[src/rtl/mdio_phy_responder.sv]
// mdio_phy_responder
// PHY-side Clause 22 MDIO management responder. Oversamples mdc on clk_clk,
// decodes read/write frames addressed to PHY_ADDR and serves a 32-entry
// register space, driving read data back through mdio_out / mdio_oen.
//
// Optional feature: define MDIO_PREAMBLE_SUPPRESS_EN to accept a start
// delimiter after a single preamble 1 (status bit 6 then reads 1).
//
// Handshake: there is no valid/ready pair on this block. Frame bits are
// qualified only by synchronized mdc rising edges, and wr_valid is a
// one-cycle strobe with no backpressure; wr_addr/wr_data hold until the
// next accepted write.
//
// fsm_state exposes the frame decoder state for checkers and debug.

module mdio_phy_responder #(
    parameter logic [4:0]  PHY_ADDR     = 5'd0,
    parameter logic [15:0] PHY_ID1      = 16'h0141,
    parameter logic [15:0] PHY_ID2      = 16'h0CC2,
    parameter logic [15:0] REG0_DEFAULT = 16'h1140,
    parameter logic [15:0] STATUS_BASE  = 16'h7949
) (
    input  logic        clk_clk,
    input  logic        reset_reset_n,
    input  logic        mdc,
    input  logic        mdio_in,
    output logic        mdio_out,
    output logic        mdio_oen,
    input  logic        link_up,
    output logic [15:0] ctrl_reg,
    output logic        wr_valid,
    output logic [4:0]  wr_addr,
    output logic [15:0] wr_data,
    output logic [2:0]  fsm_state
);

`ifdef MDIO_PREAMBLE_SUPPRESS_EN
    localparam logic [5:0] ONES_MIN = 6'd1;
`else
    localparam logic [5:0] ONES_MIN = 6'd32;
`endif
    localparam logic [5:0] ONES_MAX = 6'd32;

    typedef enum logic [2:0] {
        S_IDLE  = 3'd0,
        S_ST    = 3'd1,
        S_OP    = 3'd2,
        S_PHYAD = 3'd3,
        S_REGAD = 3'd4,
        S_TA    = 3'd5,
        S_DATA  = 3'd6
    } state_t;

    state_t      state;
    state_t      state_nxt;

    logic [1:0]  mdc_sync;
    logic [1:0]  mdio_sync;
    logic        mdc_q;
    logic        rise;
    logic        bit_in;

    logic [5:0]  ones;
    logic [4:0]  cnt;
    logic        op_hi;
    logic [3:0]  addr_sr;
    logic        addr_match;
    logic [4:0]  reg_addr;
    logic [4:0]  rd_addr_now;
    logic        ta_first;
    logic        ta_ok;
    logic        drive_rd;
    logic        commit;
    logic [15:0] data_sr;
    logic [15:0] rd_sr;
    logic [15:0] rd_val;
    logic [15:0] status_val;
    logic [15:0] reg0;
    logic [15:0] gp_regs [4:15];

    // Frame bit index 13 completes the register address: the last 4 shifted
    // bits plus the bit being sampled now.
    assign rd_addr_now = {addr_sr, bit_in};
    // op_hi is only meaningful past OP, where invalid opcodes already aborted,
    // so op_hi=1 means a read.
    assign drive_rd    = op_hi & addr_match;
    assign rise        = mdc_sync[1] & ~mdc_q;
    assign bit_in      = mdio_sync[1];
    assign ctrl_reg    = reg0;
    assign fsm_state   = state;

    // Two-flop synchronizers for mdc/mdio plus the mdc edge history; reset to
    // the idle-high level so a released reset never fakes an mdc rise.
    always_ff @(posedge clk_clk or negedge reset_reset_n) begin
        if (!reset_reset_n) begin
            mdc_sync  <= 2'b11;
            mdio_sync <= 2'b11;
            mdc_q     <= 1'b1;
        end else begin
            mdc_sync  <= {mdc_sync[0], mdc};
            mdio_sync <= {mdio_sync[0], mdio_in};
            mdc_q     <= mdc_sync[1];
        end
    end

    // Frame decoder state register.
    always_ff @(posedge clk_clk or negedge reset_reset_n) begin
        if (!reset_reset_n) begin
            state <= S_IDLE;
        end else begin
            state <= state_nxt;
        end
    end

    // Next-state logic; the decoder only advances on a detected mdc rise.
    always_comb begin
        state_nxt = state;
        if (rise) begin
            case (state)
                S_IDLE:  if (!bit_in && (ones >= ONES_MIN)) state_nxt = S_ST;
                S_ST:    state_nxt = bit_in ? S_OP : S_IDLE;
                S_OP:    if (cnt == 5'd3) state_nxt = (op_hi != bit_in) ? S_PHYAD : S_IDLE;
                S_PHYAD: if (cnt == 5'd8) state_nxt = S_REGAD;
                S_REGAD: if (cnt == 5'd13) state_nxt = S_TA;
                S_TA:    if (cnt == 5'd15) state_nxt = S_DATA;
                S_DATA:  if (cnt == 5'd31) state_nxt = S_IDLE;
                default: state_nxt = S_IDLE;
            endcase
        end
    end

    // Status register: link_up on bit 2, bit 6 forced when preamble
    // suppression is advertised.
    always_comb begin
        status_val    = STATUS_BASE;
        status_val[2] = link_up;
`ifdef MDIO_PREAMBLE_SUPPRESS_EN
        status_val[6] = 1'b1;
`endif
    end

    // Read mux for the address completing at the bit-13 rise.
    always_comb begin
        rd_val = 16'h0000;
        if (rd_addr_now == 5'd0) begin
            rd_val = reg0;
        end else if (rd_addr_now == 5'd1) begin
            rd_val = status_val;
        end else if (rd_addr_now == 5'd2) begin
            rd_val = PHY_ID1;
        end else if (rd_addr_now == 5'd3) begin
            rd_val = PHY_ID2;
        end else if (!rd_addr_now[4]) begin
            rd_val = gp_regs[rd_addr_now[3:0]];
        end
    end

    // Frame datapath: preamble counting, field capture, read-data drive and
    // write commit request. Everything moves only on a detected mdc rise.
    always_ff @(posedge clk_clk or negedge reset_reset_n) begin
        if (!reset_reset_n) begin
            ones       <= 6'd0;
            cnt        <= 5'd0;
            op_hi      <= 1'b0;
            addr_sr    <= 4'd0;
            addr_match <= 1'b0;
            reg_addr   <= 5'd0;
            ta_first   <= 1'b0;
            ta_ok      <= 1'b0;
            data_sr    <= 16'h0000;
            rd_sr      <= 16'h0000;
            mdio_out   <= 1'b1;
            mdio_oen   <= 1'b1;
            commit     <= 1'b0;
        end else begin
            commit <= 1'b0;
            if (rise) begin
                if (state != S_IDLE) cnt <= cnt + 5'd1;
                case (state)
                    S_IDLE: begin
                        if (bit_in) begin
                            if (ones < ONES_MAX) ones <= ones + 6'd1;
                        end else begin
                            // Either a start bit or a broken preamble: the
                            // count restarts both ways.
                            ones <= 6'd0;
                            cnt  <= 5'd1;
                        end
                    end
                    S_OP: begin
                        if (cnt == 5'd2) op_hi <= bit_in;
                    end
                    S_PHYAD: begin
                        addr_sr <= {addr_sr[2:0], bit_in};
                        if (cnt == 5'd8) addr_match <= ({addr_sr, bit_in} == PHY_ADDR);
                    end
                    S_REGAD: begin
                        addr_sr <= {addr_sr[2:0], bit_in};
                        if (cnt == 5'd13) begin
                            // Snapshot read data now so a later write cannot
                            // change a read already in flight.
                            reg_addr <= rd_addr_now;
                            rd_sr    <= rd_val;
                        end
                    end
                    S_TA: begin
                        if (cnt == 5'd14) begin
                            ta_first <= bit_in;
                            if (drive_rd) begin
                                mdio_oen <= 1'b0;
                                mdio_out <= 1'b0;
                            end
                        end else begin
                            ta_ok <= ta_first & ~bit_in;
                            if (drive_rd) begin
                                mdio_out <= rd_sr[15];
                                rd_sr    <= {rd_sr[14:0], 1'b0};
                            end
                        end
                    end
                    S_DATA: begin
                        data_sr <= {data_sr[14:0], bit_in};
                        if (cnt == 5'd31) begin
                            mdio_oen <= 1'b1;
                            mdio_out <= 1'b1;
                            commit   <= ~op_hi & addr_match & ta_ok;
                        end else if (drive_rd) begin
                            mdio_out <= rd_sr[15];
                            rd_sr    <= {rd_sr[14:0], 1'b0};
                        end
                    end
                    default: ;
                endcase
            end
        end
    end

    // Register file and write strobe, one cycle after the final data bit.
    always_ff @(posedge clk_clk or negedge reset_reset_n) begin
        if (!reset_reset_n) begin
            reg0     <= REG0_DEFAULT;
            for (int i = 4; i < 16; i++) gp_regs[i] <= 16'h0000;
            wr_valid <= 1'b0;
            wr_addr  <= 5'd0;
            wr_data  <= 16'h0000;
        end else begin
            wr_valid <= commit;
            if (commit) begin
                wr_addr <= reg_addr;
                wr_data <= data_sr;
                if (reg_addr == 5'd0) begin
                    if (data_sr[15]) begin
                        // Soft reset: bit 15 self-clears because the
                        // default value is restored instead of stored.
                        reg0 <= REG0_DEFAULT;
                        for (int i = 4; i < 16; i++) gp_regs[i] <= 16'h0000;
                    end else begin
                        reg0 <= data_sr;
                    end
                end else if (!reg_addr[4] && (reg_addr[3:2] != 2'b00)) begin
                    gp_regs[reg_addr[3:0]] <= data_sr;
                end
            end
        end
    end

endmodule

[config.mk]
export PLATFORM = sky130hd
export DESIGN_NAME = mdio_phy_responder
export DESIGN_NICKNAME = d
export VERILOG_FILES = /design/src/rtl/mdio_phy_responder.sv
export SDC_FILE = /design/constraint.sdc
export NUM_CORES = 1
export LEC_CHECK = 0
export CAP_MARGIN = 5
export CORE_MARGIN = 1
export CORE_UTILIZATION = 40
export DETAILED_ROUTE_END_ITERATION = 10
export GPL_ROUTABILITY_DRIVEN = 0
export PLACE_DENSITY = 0.63
export SETUP_SLACK_MARGIN = 0.02
export SYNTH_ARGS = -nofsm -noshare
export SYNTH_HDL_FRONTEND = slang
export SYNTH_SLANG_ARGS = --single-unit
[constraint.sdc]
create_clock -name clk_clk -period 2.75 [get_ports clk_clk]
set_input_delay 0.6875 -clock clk_clk [delete_from_list [all_inputs] [get_ports clk_clk]]
set_output_delay 0.6875 -clock clk_clk [all_outputs]
set_load 0.01 [all_outputs]
# Word level (Yosys, flattened, before mapping)
# Cells that the tools add are included.
# classes
muxes	45
bitwise	11
addsub	2
order_cmp	5
reduce_logical	28
n_eq_ne	30
# op_table
cell	n
$mux W192	3
$bwmux W192	1
$mux W16	12
$bmux W16 S4	1
$demux W16 S4	1
$pmux W16 S3	1
$reduce_and A3 Y1	8
$ne A2 B2 Y1 const B	11
$pmux W3 S7	1
$eq A5 B2 Y1 const B	4
$eq A5 B4 Y1 const B	4
$mux W3	6
$mux W15	1
$mux W5	3
$mux W6	2
$ge A5 B5 Y1 const B	2
$logic_not A5 Y1	2
$not A4 Y5	2
$reduce_and A5 Y1	2
$eq A3 B3 Y1 const B	3
$mux W1	9
$reduce_and A7 Y1	1
$add A6 B1 Y6 const B	1
$eq A3 B2 Y1 const B	2
21 further kinds	38
# word_totals
wordCells	154
ff_bits	297
inputBits	5
out_inout_bits	43

# Logic depth before layout (Yosys ltp)
# Gate-level depths: netlist of run 1.
# logic_depth
depth_word	11
mapped_depth	10
ltp_nobuf	8

# Worst setup path after synthesis of run 1
# Ideal clock, no wire load.
# synth_timing
path_type	reg2reg
start	register mdio_sync[1]
end	register rd_sr[2]
n_path_buf	3
setup_time_ps	121
synth_period_minus_slack_ps	2198
t_required_ps	2629
arrival_ps	2077
slack_ps	552
path_stages_with_launch	8
cell_sequence	dfstp_2 > buf_2 > buf_4 > buf_4 > mux4_2 > a221oi_1 > nand2_1 > a22o_1
# synth_via
elab_chain_len	11
elab_cells_between_ends	15
cone_classes	3 x eq/ne; 10 x mux; 1 x bitwise; 1 x reduce/logical
# synth_rtl
element	line	text
start: declaration	58	logic [1:0] mdio_sync;
start signal: assignment	101	mdio_sync <= {mdio_sync[0], mdio_in};
$not A4 Y5 (not written as such)	154	rd_val = gp_regs[rd_addr_now[3:0]];
$bmux W16 S4	154	
$mux W16 (not written as such) (2 in a row)	154	
$mux W16	153	end else if (!rd_addr_now[4]) begin
$mux W16	151	end else if (rd_addr_now == 5'd3) begin
$mux W16	149	end else if (rd_addr_now == 5'd2) begin
$mux W16	147	end else if (rd_addr_now == 5'd1) begin
$mux W16 *	145	if (rd_addr_now == 5'd0) begin
$mux W16 *	199	if (cnt == 5'd13) begin
$pmux W16 S3 *	179	case (state)
end signal: assignment	203	rd_sr <= rd_val;
end signal: assignment	217	rd_sr <= {rd_sr[14:0], 1'b0};
end signal: assignment	229	rd_sr <= {rd_sr[14:0], 1'b0};
end: declaration	75	logic [15:0] rd_sr;
# Mark *: on every way between the ends. The rest lies on a longest branch, timed or not. The select of a mux whose other input is x is not followed.
# A chain may end at the register's enable or synchronous reset.

# Worst setup path in the final report of run 1
# layout_timing
start	register state[2] (netlist: fsm_state[2])
end	output port fsm_state[2]
# layout_rtl
element	line	text
start: declaration	54	state_t state;
start signal: assignment	111	state <= state_nxt;
end: declaration	34	output logic [2:0] fsm_state
# No word-level cell between the ends.

==> metrics.md, run 1 <==
| Metric | Value |
|---|---|
| Comb power frac | under 10% |
| Initial antenna violation count | 0 |
| Internal power | between 7 and 8 mW |
| Ys flop type | dfrtp_1 |
| Dpl hpwl | between 20,000 and 25,000 um |
| Ys async rst share | between 90% and 100% |
| PortBufs | 46 |
| GRT Total Usage | 22.4% |
| Routed WL per cell | 23.6 um |
| CP startpoint | fsm_state[2]$_DFFE_PN0P_ |
| CTS tree | yes |
| Endpoints failing setup | 0 |
| Cts hold-fix bufs | 0 |
| CP Cell Sequence | buf_4, clkdlybuf4s50_1 |
| Slowest stage delay, CP | approximately 0.55 ns |
| Overflow after GRT | 0 |
| Unique masters post-synth | 65 |
| Post-synthesis sequential area ratio | about 57% |
| Clk pin slew, worst setup/hold paths | around 0.06 ns |
| Endpoints failing hold | 0 |
| Worst Skew | 0.0152 ns |
| # IOs | between 40 and 50 |
| Starting Density | 41.1% |
| Vias per cell | 5.99 |
| Worst path depth | 2 |
| WHS | just under 0.08 ns |
| Sw frac | 21.4% |
| Worst Setup EP | fsm_state[2] |
| Reg-to-Reg Start | cnt[0]$_DFFE_PN0P_ |
| Vias | 9,224 |
| Die ar. | approximately 33,000 um^2 |
| TritonRoute pass-1 iters | 5 |
| Slowest CP cell | clkdlybuf4s50_1 |
| Sequential Power Share | 48.9% |
| CP Max Fanout | 10 |
| Startpoint types | flip-flop |
| Layout cells sized above 1 | between 20% and 30% |
| CP Capture Type | output pin |
| RR Endpoint | rd_sr[8]$_DFFE_PN0P_ |
| EDFF count, synth | 0 |
| RSZ-0062 raised after global routing | no |
| Commonest cells after routing, fill and taps aside | dfrtp_1 (285), a22o_1 (197), nand2_1 (77), nor2_1 (59), mux2_2 (52) |
| Initial drt markers | 751 |
| Syn_area_per_cell | between 10 and 15 um^2 |
| Largest net degree at the start of global routing | between 60 and 70 |
| Fin crit share | slightly above 90% |
| Mapped Area | 13,100 um^2 |
| Setup Fix Bufs, Post-CTS | 0 |
| Footprint of the multi-input gates | ~5200 um^2 |
| Setup_tns | 0 ns |
| Layout area overhead | 17.1% |
| Pwr dens | 587 nW/um^2 |
| Max reg flops | roughly 190 |
| First-pass GRT wire length | 57,600 um |
| Status | finished, final reports clean |
| TritonCTS buffer count | 30 |
| Net Sw Power | between 1.5 and 2 mW |
| WP buf/inv | 2 |
| # resized after CTS | 0 |
| Reg with most FFs | gp_regs |
| DRC | 0 |
| Max Root-Sink Buffers | 3 |
| Die height | approximately 180 um |
| Tmin final | approximately 2.6 ns |
| Max_cap viols | 0 |
| Worst-Margin Slew | about 0.87 ns |
| F_max | a little under 0.4 GHz |
| FF/Latch Area | about 7400 um^2 |
| Commonest non-fill, non-tap cell in the layout | dfrtp_1 |
| Fillers | roughly 2,900 |
| Peak VDD IR | roughly 0.46 mV |
| H-tree depth | 1 |
| Nets | between 1,000 and 1,500 |
| Post-Synthesis Cells | a little over 1,000 |
| Reg2Reg Depth | 8 |
| Max_slew headroom | between 40% and 50% |
| Clock tree root driver cell | clkbuf_16 |
| Post-Route WL | roughly 36,000 um |
| Num Clock Sinks | 296 |
| Clock power frac | between 40% and 50% |
| #FFs+latches synth | 296 |
| WS Path Type | reg -> out |
| LEAKAGE | 6.93 nW |
| Vias in the first global route | between 9,000 and 10,000 |
| Post-Syn Nets | roughly 1,000 |
| Later-pin clock latency in the skew report | ~0.56 ns |
| Synth warnings | 0 |
| ANT cells | 0 |
| Post-detailed-route count of antenna-violating nets | 0 |
| Hold Path Class | in -> async |
| Crit path max-delay family | buffers and inverters |
| Worst path required time | a little over 2 ns |
| Worst R2R Setup Slack | roughly 0.24 ns |
| Max-slew violation count | 0 |
| Core Area | around 32,000 um^2 |
| Row cnt | between 60 and 70 |
| Die X | between 150 and 200 um |
| Crit path arrival time | 1.88 ns |
worst reg2reg max path: stages, from the launching register on:
cell,delay (ns)
dfrtp_1,0.43
ha_1,0.25
and3_1,0.19
ha_1,0.24
inv_1,0.07
nor2_1,0.05
a2111o_1,0.62
buf_4,0.28
mux2_2,0.27
kinds of logic (layout without fill, tap and decap cells):
logic type | Yosys count | count (layout) | share of synthesized area [%]
buffers and inverters | 102 | 173 | 3.31
adder cells (fa/ha/maj) | 8 | 8 | 0.765
AO/OA/AOI/OAI | 299 | 299 | 18.4
multiplexers | 110 | 110 | 12.7
XOR/XNOR | 9 | 9 | 0.660
flip-flops | 296 | 296 | 56.7
other | 1 | 1 | 0.0287
AND/OR/NAND/NOR | 209 | 209 | 7.42
synth_stat cells, drive strengths merged (2+ instances only):
master / count / share of area (%)
nand2: 77 / 2.2
nor4: 2 / 0.096
o31ai: 7 / 0.40
buf: 27 / 1.1
a31oi: 2 / 0.096
a211oi: 5 / 0.29
a22o: 197 / 13
o21ai: 31 / 1.2
nand3b: 2 / 0.11
a221oi: 2 / 0.13
a311oi: 2 / 0.13
a222oi: 2 / 0.15
a2111o: 2 / 0.17
a221o: 4 / 0.31
or2: 2 / 0.096
mux2i: 18 / 1.4
a21o: 2 / 0.11
nand3: 7 / 0.27
nand4b: 2 / 0.13
a2111oi: 5 / 0.38
inv: 12 / 0.34
a21oi: 20 / 0.76
nor3: 21 / 0.88
nand2b: 8 / 0.38
mux2: 52 / 4.5
and3: 3 / 0.14
o211ai: 2 / 0.11
nor3b: 4 / 0.27
dfstp: 10 / 2.0
clkbuf: 63 / 1.8
and4b: 2 / 0.15
mux4: 40 / 6.9
nand4: 7 / 0.33
ha: 8 / 0.76
xnor2: 3 / 0.20
xor2: 6 / 0.46
nor2: 60 / 1.7
dfrtp: 286 / 55
o22ai: 5 / 0.24
and2: 2 / 0.096
nor2b: 7 / 0.33
per-layer routing:
layer / share of wire (%) / GRT usage [%] / wire length (um)
met5: 0 / 0.148 / 0
met4: 2.2 / 5.67 / 811
met3: 8.1 / 4.09 / 2950
met2: 45 / 34.3 / 16300
met1: 45 / 33.0 / 16200
worst min path at each step:
stage / slack, ns / cells after the start / to
3_3_place_gp: 0.35 / 0 / mdc_sync[1]$_DFF_PN1_
5_1_grt: 0.1 / 1 / gp_regs[185]$_DFFE_PN0P_
2_1_floorplan: 0.35 / 0 / mdc_sync[1]$_DFF_PN1_
6_report: 0.08 / 1 / gp_regs[173]$_DFFE_PN0P_
4_1_cts: 0.09 / 1 / gp_regs[185]$_DFFE_PN0P_
3_5_place_dp: 0.35 / 0 / mdc_sync[1]$_DFF_PN1_
power groups by stage:
stage,registers (mW),logic (mW),clock network (mW)
2_1_floorplan,4.47,0.0955,0
3_3_place_gp,4.48,0.233,0
4_1_cts,4.40,0.238,4.46
3_5_place_dp,4.48,0.238,0
6_report,4.40,0.229,4.38
5_1_grt,4.40,0.261,4.64
per-stage QoR:
step | instance area (um^2) | worst slack (ns) | instances | utilization [%] | total power, mW
2_1_floorplan | 13100 | 0.552 | 1034 | - | 4.57
3_3_place_gp | 14200 | 0.308 | 1483 | 44.7 | 4.71
3_5_place_dp | 14200 | 0.267 | 1483 | 44.7 | 4.72
4_1_cts | 15300 | 0.173 | 1539 | 48.0 | 9.10
5_1_grt | 15300 | 0.0725 | 1540 | 48.1 | 9.30
6_report | 15300 | 0.180 | 1540 | 48.1 | 9.00
cell type report:
cell class	count	area share [%]
clock buffers	43	5.80
clock inverters	13	1.21
inverters	12	0.294
multi-input cells	636	34.2
flip-flops and latches	296	48.4
well taps	435	3.55
repair buffers	105	6.52
Power figures use the tool's default switching activity.
==> run 2, diff against run 1 <==
Settings changed: CAP_MARGIN 5 to 10, REMOVE_ABC_BUFFERS from default to 1.
==> metrics.md, run 2 (synthesis gave the netlist of run 1 again) <==
| Metric | Value |
|---|---|
| Vias per cell | 5.99 |
| Die ar. | 33,400 um^2 |
| Reg2Reg Depth | 8 |
| RR Endpoint | rd_sr[0]$_DFFE_PN0P_ |
| TritonRoute pass-1 iters | 8 |
| Starting Density | approximately two fifths |
| Post-Route WL | roughly 37,000 um |
| Startpoint types | flip-flop |
| Vias in the first global route | between 9,000 and 10,000 |
| Crit path max-delay family | compound AO/OA/AOI/OAI gates |
| LEAKAGE | 6.96 nW |
| Max_slew headroom | about two fifths |
| Max_cap viols | 0 |
| Worst path required time | roughly 3.2 ns |
| Slowest stage delay, CP | 0.64 ns |
| WP buf/inv | 1 |
| Fillers | roughly 2,800 |
| Cell mode on critical path | ha_1 |
| GRT Total Usage | a little under a quarter |
| Setup_tns | 0 ns |
| Power after layout | about 9.2 mW |
| Setup Fix Bufs, Post-CTS | 0 |
| Worst path depth | 8 |
| # resized after CTS | 0 |
| Clock tree root driver cell | clkbuf_16 |
| First-pass GRT wire length | between 50,000 and 60,000 um |
| Hold Path Class | in -> async |
| Layout area overhead | 17.5% |
| Peak VDD IR | 0.332 mV |
| Row cnt | 65 |
| Cts hold-fix bufs | 0 |
| Overflow after GRT | 0 |
| Max Root-Sink Buffers | 3 |
| WS Path Type | reg -> reg |
| Clk pin slew, worst setup/hold paths | 0.06 ns |
| Die X | 183 um |
| Endpoints failing setup | 0 |
| Max-slew violation count | 0 |
| DRC | 0 |
| TritonCTS buffer count | 34 |
| RSZ-0062 raised after global routing | no |
| Layout cells sized above 1 | 20.3% |
| Post-detailed-route count of antenna-violating nets | 0 |
| Core Area | between 30,000 and 40,000 um^2 |
| Die height | ~180 um |
| Commonest cells after routing, fill and taps aside | dfrtp_1 (285), a22o_1 (197), nand2_1 (77), nor2_1 (60), buf_4 (53) |
| Later-pin clock latency in the skew report | 0.51 ns |
| Worst R2R Setup Slack | 0.26 ns |
| PortBufs | between 40 and 50 |
| Routed WL per cell | approximately 24 um |
| ANT cells | 0 |
| # IOs | 48 |
| CP Cell Sequence | ha_1, and3_1, ha_1, inv_1, nor2_1, a2111o_1, a2111oi_2, a22o_1 |
| Worst-Margin Slew | ~0.88 ns |
| Initial antenna violation count | 0 |
| CP Max Fanout | 20 |
| Crit path arrival time | between 2 and 3 ns |
| Max reg flops | roughly 190 |
| Fin crit share | between 90 and 100% |
| Initial drt markers | between 900 and 1,000 |
| Num Clock Sinks | just under 300 |
| H-tree depth | 2 |
| Dpl hpwl | 23,700 um |
| CTS tree | yes |
| Slowest CP cell | a2111o_1 |
| Reg-to-Reg Start | cnt[0]$_DFFE_PN0P_ |
| Reg with most FFs | gp_regs |
| Endpoints failing hold | 0 |
| Commonest non-fill, non-tap cell in the layout | dfrtp_1 |
| F_max | between 0.4 and 0.5 GHz |
| Vias | about 9,300 |
| Worst Skew | between 0.02 and 0.03 ns |
| Status | finished, final reports clean |
| Pwr dens | 599 nW/um^2 |
| Nets | approximately 1,100 |
| CP Capture Type | flip-flop |
| Final Util | between 40 and 50% |
| Largest net degree at the start of global routing | a little over 80 |
| Tmin final | ~2.5 ns |
## run 2: changes by cell type in the layout (fill, tap and decap cells not counted), sizes merged
| cell | previous run | this run |
|---|---|---|
| bufinv | 4 | 3 |
| clkbuf | 43 | 50 |
| clkinv | 6 | 5 |
| clkinvlp | 2 | 1 |
| inv | 13 | 14 |
## run 2: report_power, final
part,internal (mW),switching (mW),leakage [nW]
logic,0.0702,0.149,2.30
registers,4.38,0.0196,4.09
clock network,2.82,1.78,0.562
## run 2: layout make-up
| type | instances | area [um^2] | share of cell area, % |
|---|---|---|---|
| sequential | 296 | 7420 | 48.3 |
| multi-input combinational | 636 | 5240 | 34.1 |
| clock buffer | 50 | 1000 | 6.52 |
| timing repair buffer | 105 | 983 | 6.39 |
| tap | 435 | 544 | 3.54 |
| clock inverter | 11 | 140 | 0.911 |
| inverter | 12 | 45.0 | 0.293 |
## run 2: worst max path at each step
stage	from	end	slack, ns
after CTS	cnt[0]$_DFFE_PN0P_	rd_sr[0]$_DFFE_PN0P_	0.27
after global placement	cnt[0]$_DFFE_PN0P_	rd_sr[12]$_DFFE_PN0P_	0.36
after global routing	cnt[0]$_DFFE_PN0P_	rd_sr[12]$_DFFE_PN0P_	0.07
final	cnt[0]$_DFFE_PN0P_	rd_sr[0]$_DFFE_PN0P_	0.26
after floorplan	mdio_sync[1]$_DFF_PN1_	rd_sr[10]$_DFFE_PN0P_	-0.29
after detailed placement	cnt[0]$_DFFE_PN0P_	rd_sr[0]$_DFFE_PN0P_	0.29
## run 2: through the flow
step,instances,setup WS [ns],instance area (um^2),hold WS (ns)
6_report,1545,0.262,15400,0.0943
2_1_floorplan,944,-0.287,12700,0.345
3_3_place_gp,1484,0.364,14200,0.353
4_1_cts,1545,0.274,15400,0.103
3_5_place_dp,1484,0.292,14200,0.350
5_1_grt,1545,0.0666,15400,0.113
## run 2: layer usage
metal / up-vias / GRT usage [%] / part of all wire [%]
met5: - / 0 / 0
met4: 0 / 8.20 / 3.5
met3: 74 / 5.08 / 8.1
met2: 396 / 33.9 / 45
met1: 4767 / 32.7 / 44
li1: 4016 / - / -
